`src/rtl/decode_scoreboard_stage_if.sv`:
```
// rtl/decode_scoreboard_stage_if.sv - fetch, register-file, execute and writeback signals of the decode stage
interface decode_scoreboard_stage_if #(
  parameter int WORD  = 32,
  parameter int ADDR  = 32,
  parameter int W_RD  = 5,
  parameter int W_IMM = 16,
  parameter int W_OPR = 32,
  parameter int W_OPC = WORD - 1 - 2 * W_RD - W_IMM
);
  logic             v_i;
  logic             ready_o;
  logic [WORD-1:0]  inst_i;
  logic [ADDR-1:0]  pc_i;
  logic [W_RD-1:0]  r0_o;
  logic [W_RD-1:0]  r1_o;
  logic [W_OPR-1:0] opr0_i;
  logic [W_OPR-1:0] opr1_i;
  logic             v_o;
  logic             stall_i;
  logic [ADDR-1:0]  pc_o;
  logic [W_OPC-1:0] opecode_o;
  logic [W_OPR-1:0] opr0_o;
  logic [W_OPR-1:0] opr1_o;
  logic [W_OPR-1:0] imm_o;
  logic             immf_o;
  logic             stf_o;
  logic             wb_o;
  logic [W_RD-1:0]  wb_r_o;
  logic             wbdone_i;
  logic [W_RD-1:0]  wbdone_r_i;
  logic             branch_i;
  logic             busy_o;

  modport slave (
    input  v_i, inst_i, pc_i, opr0_i, opr1_i, stall_i, wbdone_i, wbdone_r_i, branch_i,
    output ready_o, r0_o, r1_o, v_o, pc_o, opecode_o, opr0_o, opr1_o, imm_o,
           immf_o, stf_o, wb_o, wb_r_o, busy_o
  );

  modport master (
    output v_i, inst_i, pc_i, opr0_i, opr1_i, stall_i, wbdone_i, wbdone_r_i, branch_i,
    input  ready_o, r0_o, r1_o, v_o, pc_o, opecode_o, opr0_o, opr1_o, imm_o,
           immf_o, stf_o, wb_o, wb_r_o, busy_o
  );
endinterface

```
`src/rtl/decode_scoreboard_stage.sv`:
```
// rtl/decode_scoreboard_stage.sv - decode/issue stage with per-register pending-write counters
module decode_scoreboard_stage #(
  parameter int WORD     = 32,
  parameter int ADDR     = 32,
  parameter int W_RD     = 5,
  parameter int W_IMM    = 16,
  parameter int W_OPR    = 32,
  parameter int W_OPC    = WORD - 1 - 2 * W_RD - W_IMM,
  parameter int MAX_PEND = 3
) (
  input logic clk,
  input logic reset,
  decode_scoreboard_stage_if.slave bus
);
  localparam int NREG = 1 << W_RD;
  localparam int CW   = $clog2(MAX_PEND + 1);
  localparam int CW1  = CW + 1;

  localparam logic [W_OPC-1:0] OPC_ADD = W_OPC'(1);
  localparam logic [W_OPC-1:0] OPC_AND = W_OPC'(2);
  localparam logic [W_OPC-1:0] OPC_LI  = W_OPC'(3);
  localparam logic [W_OPC-1:0] OPC_ST  = W_OPC'(4);
  localparam logic [W_OPC-1:0] OPC_CMP = W_OPC'(5);

  // info = {stf, immf, sext, wreg}
  function automatic logic [3:0] decode_inst(input logic [W_OPC:0] om);
    logic [W_OPC-1:0] o;
    logic             m;
    {o, m} = om;
    case (o)
      OPC_ADD: decode_inst = {1'b0, m, m, 1'b1};
      OPC_AND: decode_inst = {1'b0, m, 1'b0, 1'b1};
      OPC_LI:  decode_inst = {1'b0, 1'b1, m, 1'b1};
      OPC_ST:  decode_inst = 4'b1110;
      OPC_CMP: decode_inst = {1'b0, m, m, 1'b0};
      default: decode_inst = 4'b0000;
    endcase
  endfunction

  logic [W_OPC-1:0] opc;
  logic             mode;
  logic [W_RD-1:0]  ra;
  logic [W_RD-1:0]  rb;
  logic [W_IMM-1:0] imm_f;
  logic [3:0]       info;
  logic [W_OPR-1:0] imm_ext;

  assign {opc, mode, ra, rb, imm_f} = bus.inst_i;
  assign info    = decode_inst({opc, mode});
  assign imm_ext = info[1] ? W_OPR'(signed'(imm_f)) : W_OPR'(imm_f);

  logic                      v_q, busy_q, immf_q, stf_q, wb_q;
  logic [ADDR-1:0]           pc_q;
  logic [W_OPC-1:0]          opc_q;
  logic [W_OPR-1:0]          opr0_q, opr1_q, imm_q;
  logic [W_RD-1:0]           wb_r_q;
  logic [NREG-1:0][CW-1:0]   pend_q, pend_d;

  // rA is a source only for non-writing ops; writers may stack up to MAX_PEND writes on rA.
  logic           rd_a, rd_b, src_pend, out_raw, full, hazard, ready, accept, dispatch;
  logic           inc_en, dec_en;
  logic [CW1-1:0] ra_inflight;

  assign rd_a        = ~info[0];
  assign rd_b        = ~info[2];
  assign src_pend    = (rd_a & (pend_q[ra] != '0)) | (rd_b & (pend_q[rb] != '0));
  assign out_raw     = v_q & wb_q & ((rd_a & (ra == wb_r_q)) | (rd_b & (rb == wb_r_q)));
  // The write sitting in the output register will be counted once it dispatches.
  assign ra_inflight = {1'b0, pend_q[ra]} + CW1'(v_q & wb_q & (ra == wb_r_q));
  assign full        = info[0] & (ra_inflight >= CW1'(MAX_PEND));
  assign hazard      = src_pend | out_raw | full;
  assign ready       = ~hazard & ~bus.branch_i & (~v_q | ~bus.stall_i);
  assign accept      = bus.v_i & ready;
  assign dispatch    = v_q & ~bus.stall_i;

  assign inc_en = dispatch & wb_q;
  assign dec_en = bus.wbdone_i & (pend_q[bus.wbdone_r_i] != '0);

  always_comb begin
    pend_d = pend_q;
    if (inc_en && !(dec_en && (bus.wbdone_r_i == wb_r_q)))
      pend_d[wb_r_q] = pend_q[wb_r_q] + CW'(1);
    if (dec_en && !(inc_en && (bus.wbdone_r_i == wb_r_q)))
      pend_d[bus.wbdone_r_i] = pend_q[bus.wbdone_r_i] - CW'(1);
  end

  always_ff @(posedge clk) begin
    if (reset) begin
      v_q    <= 1'b0;
      busy_q <= 1'b0;
      pend_q <= '0;
      pc_q   <= '0;
      opc_q  <= '0;
      opr0_q <= '0;
      opr1_q <= '0;
      imm_q  <= '0;
      immf_q <= 1'b0;
      stf_q  <= 1'b0;
      wb_q   <= 1'b0;
      wb_r_q <= '0;
    end else begin
      pend_q <= pend_d;
      busy_q <= |pend_d;
      if (accept) begin
        v_q    <= 1'b1;
        pc_q   <= bus.pc_i;
        opc_q  <= opc;
        opr0_q <= bus.opr0_i;
        opr1_q <= bus.opr1_i;
        imm_q  <= imm_ext;
        immf_q <= info[2];
        stf_q  <= info[3];
        wb_q   <= info[0];
        wb_r_q <= ra;
      end else if (dispatch || bus.branch_i) begin
        v_q <= 1'b0;
      end
    end
  end

  assign bus.ready_o   = ready;
  assign bus.r0_o      = ra;
  assign bus.r1_o      = rb;
  assign bus.v_o       = v_q;
  assign bus.pc_o      = pc_q;
  assign bus.opecode_o = opc_q;
  assign bus.opr0_o    = opr0_q;
  assign bus.opr1_o    = opr1_q;
  assign bus.imm_o     = imm_q;
  assign bus.immf_o    = immf_q;
  assign bus.stf_o     = stf_q;
  assign bus.wb_o      = wb_q;
  assign bus.wb_r_o    = wb_r_q;
  assign bus.busy_o    = busy_q;
endmodule

```
`src/flat_wrapper.sv`:
```
// flat-port wrapper written by rule: the top's interface ports become plain ports
module decode_scoreboard_stage_flat 
#(
  parameter int WORD     = 32,
  parameter int ADDR     = 32,
  parameter int W_RD     = 5,
  parameter int W_IMM    = 16,
  parameter int W_OPR    = 32,
  parameter int W_OPC    = WORD - 1 - 2 * W_RD - W_IMM,
  parameter int MAX_PEND = 3
)
  (clk, reset, bus_v_i, bus_inst_i, bus_pc_i, bus_opr0_i, bus_opr1_i, bus_stall_i, bus_wbdone_i, bus_wbdone_r_i, bus_branch_i, bus_ready_o, bus_r0_o, bus_r1_o, bus_v_o, bus_pc_o, bus_opecode_o, bus_opr0_o, bus_opr1_o, bus_imm_o, bus_immf_o, bus_stf_o, bus_wb_o, bus_wb_r_o, bus_busy_o);
  decode_scoreboard_stage_if #(.WORD(WORD), .ADDR(ADDR), .W_RD(W_RD), .W_IMM(W_IMM), .W_OPR(W_OPR), .W_OPC(W_OPC)) bus_i ();
  input logic clk;
  input logic reset;
  input wire logic [$bits(bus_i.v_i)-1:0] bus_v_i;
  input wire logic [$bits(bus_i.inst_i)-1:0] bus_inst_i;
  input wire logic [$bits(bus_i.pc_i)-1:0] bus_pc_i;
  input wire logic [$bits(bus_i.opr0_i)-1:0] bus_opr0_i;
  input wire logic [$bits(bus_i.opr1_i)-1:0] bus_opr1_i;
  input wire logic [$bits(bus_i.stall_i)-1:0] bus_stall_i;
  input wire logic [$bits(bus_i.wbdone_i)-1:0] bus_wbdone_i;
  input wire logic [$bits(bus_i.wbdone_r_i)-1:0] bus_wbdone_r_i;
  input wire logic [$bits(bus_i.branch_i)-1:0] bus_branch_i;
  output wire logic [$bits(bus_i.ready_o)-1:0] bus_ready_o;
  output wire logic [$bits(bus_i.r0_o)-1:0] bus_r0_o;
  output wire logic [$bits(bus_i.r1_o)-1:0] bus_r1_o;
  output wire logic [$bits(bus_i.v_o)-1:0] bus_v_o;
  output wire logic [$bits(bus_i.pc_o)-1:0] bus_pc_o;
  output wire logic [$bits(bus_i.opecode_o)-1:0] bus_opecode_o;
  output wire logic [$bits(bus_i.opr0_o)-1:0] bus_opr0_o;
  output wire logic [$bits(bus_i.opr1_o)-1:0] bus_opr1_o;
  output wire logic [$bits(bus_i.imm_o)-1:0] bus_imm_o;
  output wire logic [$bits(bus_i.immf_o)-1:0] bus_immf_o;
  output wire logic [$bits(bus_i.stf_o)-1:0] bus_stf_o;
  output wire logic [$bits(bus_i.wb_o)-1:0] bus_wb_o;
  output wire logic [$bits(bus_i.wb_r_o)-1:0] bus_wb_r_o;
  output wire logic [$bits(bus_i.busy_o)-1:0] bus_busy_o;
  assign bus_i.v_i = bus_v_i;
  assign bus_i.inst_i = bus_inst_i;
  assign bus_i.pc_i = bus_pc_i;
  assign bus_i.opr0_i = bus_opr0_i;
  assign bus_i.opr1_i = bus_opr1_i;
  assign bus_i.stall_i = bus_stall_i;
  assign bus_i.wbdone_i = bus_wbdone_i;
  assign bus_i.wbdone_r_i = bus_wbdone_r_i;
  assign bus_i.branch_i = bus_branch_i;
  assign bus_ready_o = bus_i.ready_o;
  assign bus_r0_o = bus_i.r0_o;
  assign bus_r1_o = bus_i.r1_o;
  assign bus_v_o = bus_i.v_o;
  assign bus_pc_o = bus_i.pc_o;
  assign bus_opecode_o = bus_i.opecode_o;
  assign bus_opr0_o = bus_i.opr0_o;
  assign bus_opr1_o = bus_i.opr1_o;
  assign bus_imm_o = bus_i.imm_o;
  assign bus_immf_o = bus_i.immf_o;
  assign bus_stf_o = bus_i.stf_o;
  assign bus_wb_o = bus_i.wb_o;
  assign bus_wb_r_o = bus_i.wb_r_o;
  assign bus_busy_o = bus_i.busy_o;
  decode_scoreboard_stage #(.WORD(WORD), .ADDR(ADDR), .W_RD(W_RD), .W_IMM(W_IMM), .W_OPR(W_OPR), .W_OPC(W_OPC), .MAX_PEND(MAX_PEND)) u_core (.clk(clk), .reset(reset), .bus(bus_i));
endmodule
```
`config.mk`:
```
export PLATFORM = sky130hd
export DESIGN_NAME = decode_scoreboard_stage_flat
export DESIGN_NICKNAME = d
export VERILOG_FILES = /design/src/rtl/decode_scoreboard_stage_if.sv /design/src/rtl/decode_scoreboard_stage.sv /design/src/flat_wrapper.sv
export SDC_FILE = /design/constraint.sdc
export NUM_CORES = 1
export LEC_CHECK = 0
export CORE_ASPECT_RATIO = 0.8
export CORE_MARGIN = 1.5
export CORE_UTILIZATION = 53
export CTS_CLUSTER_DIAMETER = 40
export DETAILED_ROUTE_END_ITERATION = 7
export PLACE_DENSITY = 0.89
export SYNTH_ARGS = -nofsm -noshare
export SYNTH_HDL_FRONTEND = slang
export SYNTH_SLANG_ARGS = --single-unit
export TNS_END_PERCENT = 100
```
`constraint.sdc`:
```
create_clock -name clk -period 9.7 [get_ports clk]
set_input_delay 0.97 -clock clk [delete_from_list [all_inputs] [get_ports clk]]
set_output_delay 0.97 -clock clk [all_outputs]
set_load 0.005 [all_outputs]
```
==> insert_results.sql <==
INSERT INTO impl_metrics (metric_group, metric, value, unit) VALUES
('yosys', 'synth-async-reset-ratio', '0', ''),
('pwr', 'internal_power_consumption', '1.365', 'mW'),
('finish', 'layout-drive-gt1-share', '0.07989', ''),
('outcome', 'outcome', 'completed', ''),
('finish', 'areaGrowthSynthToFinish', '31.45', '%'),
('pwr', 'pwr-share-seq', '0.437', ''),
('pwr', 'power.share.combinational', '0.167', ''),
('pwr', 'p_sw', '0.5472', 'mW'),
('clocking', 'cts_htree_levels', '4', ''),
('critical_path', 'worstReg2RegEnd', 'u_core.bus.busy_o', ''),
('yosys', 'synth_fp_nets', '1348', ''),
('job', 'max_cap_viol', '0', ''),
('timing', 'grt_setup_unrepaired', 'no', ''),
('finish', 'final_cells', '1692', ''),
('finish', 'final_util', '0.7127', ''),
('yosys', 'synthDistinctLibCells', '60', ''),
('global_routing', 'largest_net_degree_at_the_start_of_global_routing', '125', ''),
('timing', 'layout_worst_path_cycle_share', '0.6253', ''),
('yosys', 'postSynthRegisterBits', '192', ''),
('finish', 'ff_latch_area', '3845', 'sq um'),
('pwr', 'p_sw_frac', '0.2862', ''),
('pwr', 'powerDensity', '134.7', 'nW/um^2'),
('clocking', 'cts_made_buffers', '17', ''),
('critical_path', 'timing.critical_path.from', 'bus_wbdone_r_i[4]', ''),
('timing', 'worst_pin_slew', '1.303', 'ns'),
('clocking', 'tritoncts_clock_tree', 'done', ''),
('global_routing', 'grt_pass1_wl', '58540', 'um'),
('route', 'drt.antenna.violating_nets', '0', ''),
('yosys', 'syn_area_per_cell', '8.952', 'sq um'),
('finish', 'num-fill-cells', '1502', ''),
('global_routing', 'overflow', '0', ''),
('timing', 'report.final.slew_viol_count', '0', ''),
('die', 'floorplan.die.width', '162.6', 'um'),
('die', 'fp.dieArea', '21240', 'sq um'),
('yosys', 'yosysTopAreaCell', 'dfxtp_1', ''),
('route', 'viasPerCell', '6.363', ''),
('pwr', 'power.clock.fraction', '0.397', ''),
('placement', 'port_buffers', '292', ''),
('route', 'drt_pass1_iterations', '6', ''),
('die', 'design.portCount', '293', ''),
('yosys', 'synth-edff-count', '0', ''),
('die', 'initial_utilization', '0.5422', ''),
('die', 'chipHeight', '130.7', 'um'),
('route', 'drt_iter0_markers', '1301', ''),
('pwr', 'design_power_total', '1.912', 'mW'),
('critical_path', 'worst-r2r-cell-count', '16', ''),
('finish', 'multiInputGateArea', '6305', 'sq um'),
('route', 'routed_wl', '40040', 'um'),
('route', 'wire_per_inst', '23.66', 'um'),
('pwr', 'power.leakage', '5.760', 'nW'),
('timing', 'fin_crit_period', '6.065', 'ns'),
('clocking', 'cts_max_path_buffers', '2', ''),
('yosys', 'register_area_share_after_synthesis', '0.3560', ''),
('yosys', 'syn_area', '10800', 'sq um'),
('critical_path', 'slack_of_the_worst_reg_to_reg_path', '4.72', 'ns'),
('critical_path', 'critPathMaxFanout', '18', ''),
('clocking', 'clk_pin_slew', '0.08', 'ns'),
('yosys', 'syn_inst', '1206', ''),
('global_routing', 'grt_antenna_before_repair', '1', ''),
('clocking', 'cts.hold.buffers_added', '0', ''),
('die', 'floorplan.core_area', '19910', 'sq um'),
('critical_path', 'crit_path_launch_type', 'primary input', ''),
('yosys', 'synth_top_flop_cell', 'dfxtp_1', ''),
('route', 'vias', '10766', ''),
('clocking', 'cts_resized', '0', ''),
('timing', 'report.final.setup_viol', '0', ''),
('global_routing', 'first_global_vias', '10096', ''),
('yosys', 'yosys_warnings', '0', ''),
('critical_path', 'critPathRequiredTime', '9.98', 'ns'),
('finish', 'num-nets-final', '1556', ''),
('yosys', 'yosys-top-cells-area', 'dfxtp_1 (36%), mux2i_1 (18%), nor2_1 (8.3%), mux4_2 (7.3%), o21ai_0 (2.5%)', '');
-- area by class of cell --
cell class,instances,share of cell area
Timing Repair Buffer,306,0.2143
Multi-Input combinational cell,893,0.4442
Tap cell,264,0.02327
Sequential cell,192,0.2709
Inverter,4,0.001058
Antenna cell,1,0.0001763
Clock inverter,15,0.01605
Clock buffer,17,0.02997
-- worst min-delay path by stage --
stage,to,slack (ns),from,cells after the start
floorplan,u_core.bus.immf_o,0.48,u_core.bus.immf_o,2
global placement,u_core.bus.immf_o,0.47,u_core.bus.immf_o,2
detailed placement,u_core.bus.opr0_o[4],0.48,u_core.bus.opr0_o[4],2
CTS,u_core.bus.opr0_o[3],0.50,u_core.bus.opr0_o[3],2
global route,u_core.bus.pc_o[16],0.52,u_core.bus.pc_o[16],2
finish,u_core.bus.opr0_o[12],0.50,u_core.bus.opr0_o[12],2
-- Yosys cell counts (4+ instances only) --
cell	n
xor2_1	5
or2_2	6
xnor2_1	11
o22a_1	5
nand2b_1	7
nor3b_1	4
clkbuf_1	54
a22oi_1	5
dfxtp_1	192
nand3_1	21
nor2_1	238
buf_1	8
nand3b_1	12
a211oi_1	5
nand2_1	54
or3b_2	6
o22ai_1	14
a31oi_1	10
o31ai_1	5
mux2_2	13
or3_1	7
buf_4	29
nand4_1	16
mux4_2	35
buf_2	15
a21oi_1	44
o221ai_1	13
buf_6	11
nor4_1	9
o311ai_0	7
and3_1	7
o21ai_0	55
nor2b_1	15
mux2i_1	191
o211ai_1	7
nor3_1	30
-- sequential cells by signal, summed over array words and instances, names as in the netlist, 5 cells and up --
register,flops
u_core.bus.opr1_o,32
u_core.bus.imm_o,17
u_core.bus.pc_o,32
u_core.bus.opecode_o,5
u_core.bus.opr0_o,32
u_core.bus.wb_r_o,5
u_core.pend_q,64
-- layout by cell type (no fill, tap or decap), drive strengths merged, types with 6 or more instances in the layout --
master and count:
nand4 17, o211ai 7, a31oi 10, mux2 13
clkinv 7, buf 15, mux2i 191, a21oi 44
nand2b 7, or3b 6, and3 7, nor2 238
inv 11, o221ai 13, mux4 35, nand3 21
o311ai 7, or2 6, nand2 54, xnor2 11
or3 7, dfxtp 192, clkbuf 17, nor4 9
nor2b 15, o21ai 57, nor3 31, nand3b 12
clkdlybuf4s50 291, o22ai 14
-- worst max-delay path, stage by stage --
cell and delay [ns]:
clkdlybuf4s50_1 0.78, or3b_2 0.55, o22ai_1 0.18, nor4_1 0.07
mux2i_1 0.13, buf_4 0.25, inv_2 0.21, ha_1 0.27
nor2b_1 0.15, nand3_1 0.09, a31oi_1 0.98, nand2_1 0.37
o21ai_0 0.35, nand4_1 0.17, or3_1 0.39, nor4_1 0.28
a31oi_1 0.13
-- routing by layer --
layer | GRT usage | up-vias | wire length [um]
li1 | - | 4752 | -
met1 | 0.4561 | 5037 | 14960
met2 | 0.5686 | 823 | 17660
met3 | 0.1405 | 154 | 5850
met4 | 0.1538 | 0 | 1574
met5 | 0 | - | 0
-- per-stage QoR --
step | hold slack (ns) | cell area (sq um) | setup slack, ns
2_1_floorplan | 0.4785 | 10800 | 4.640
6_report | 0.4999 | 14190 | 3.635
3_5_place_dp | 0.4831 | 13540 | 3.410
4_1_cts | 0.5036 | 14190 | 3.862
5_1_grt | 0.5215 | 14190 | 3.364
3_3_place_gp | 0.4695 | 13540 | 3.406
-- power groups by stage --
stage / registers, mW / clock network (mW) / logic (mW)
4_1_cts: 0.835 / 0.765 / 0.313
6_report: 0.835 / 0.758 / 0.318
3_5_place_dp: 0.853 / 0 / 0.310
5_1_grt: 0.838 / 0.792 / 0.336
3_3_place_gp: 0.851 / 0 / 0.305
2_1_floorplan: 0.850 / 0 / 0.160
-- kinds of logic (layout without fill, tap and decap cells) --
family | Yosys count | count (layout) | share of synthesized area
AND/OR/NAND/NOR | 445 | 445 | 0.1904
multiplexers | 239 | 239 | 0.2636
flip-flops | 192 | 192 | 0.3560
AO/OA/AOI/OAI | 190 | 190 | 0.1120
buffers and inverters | 121 | 342 | 0.06154
XOR/XNOR | 16 | 16 | 0.01298
adder cells (fa/ha/maj) | 3 | 3 | 0.003477
other | 0 | 1 | 0
Power figures use the tool's default switching activity.
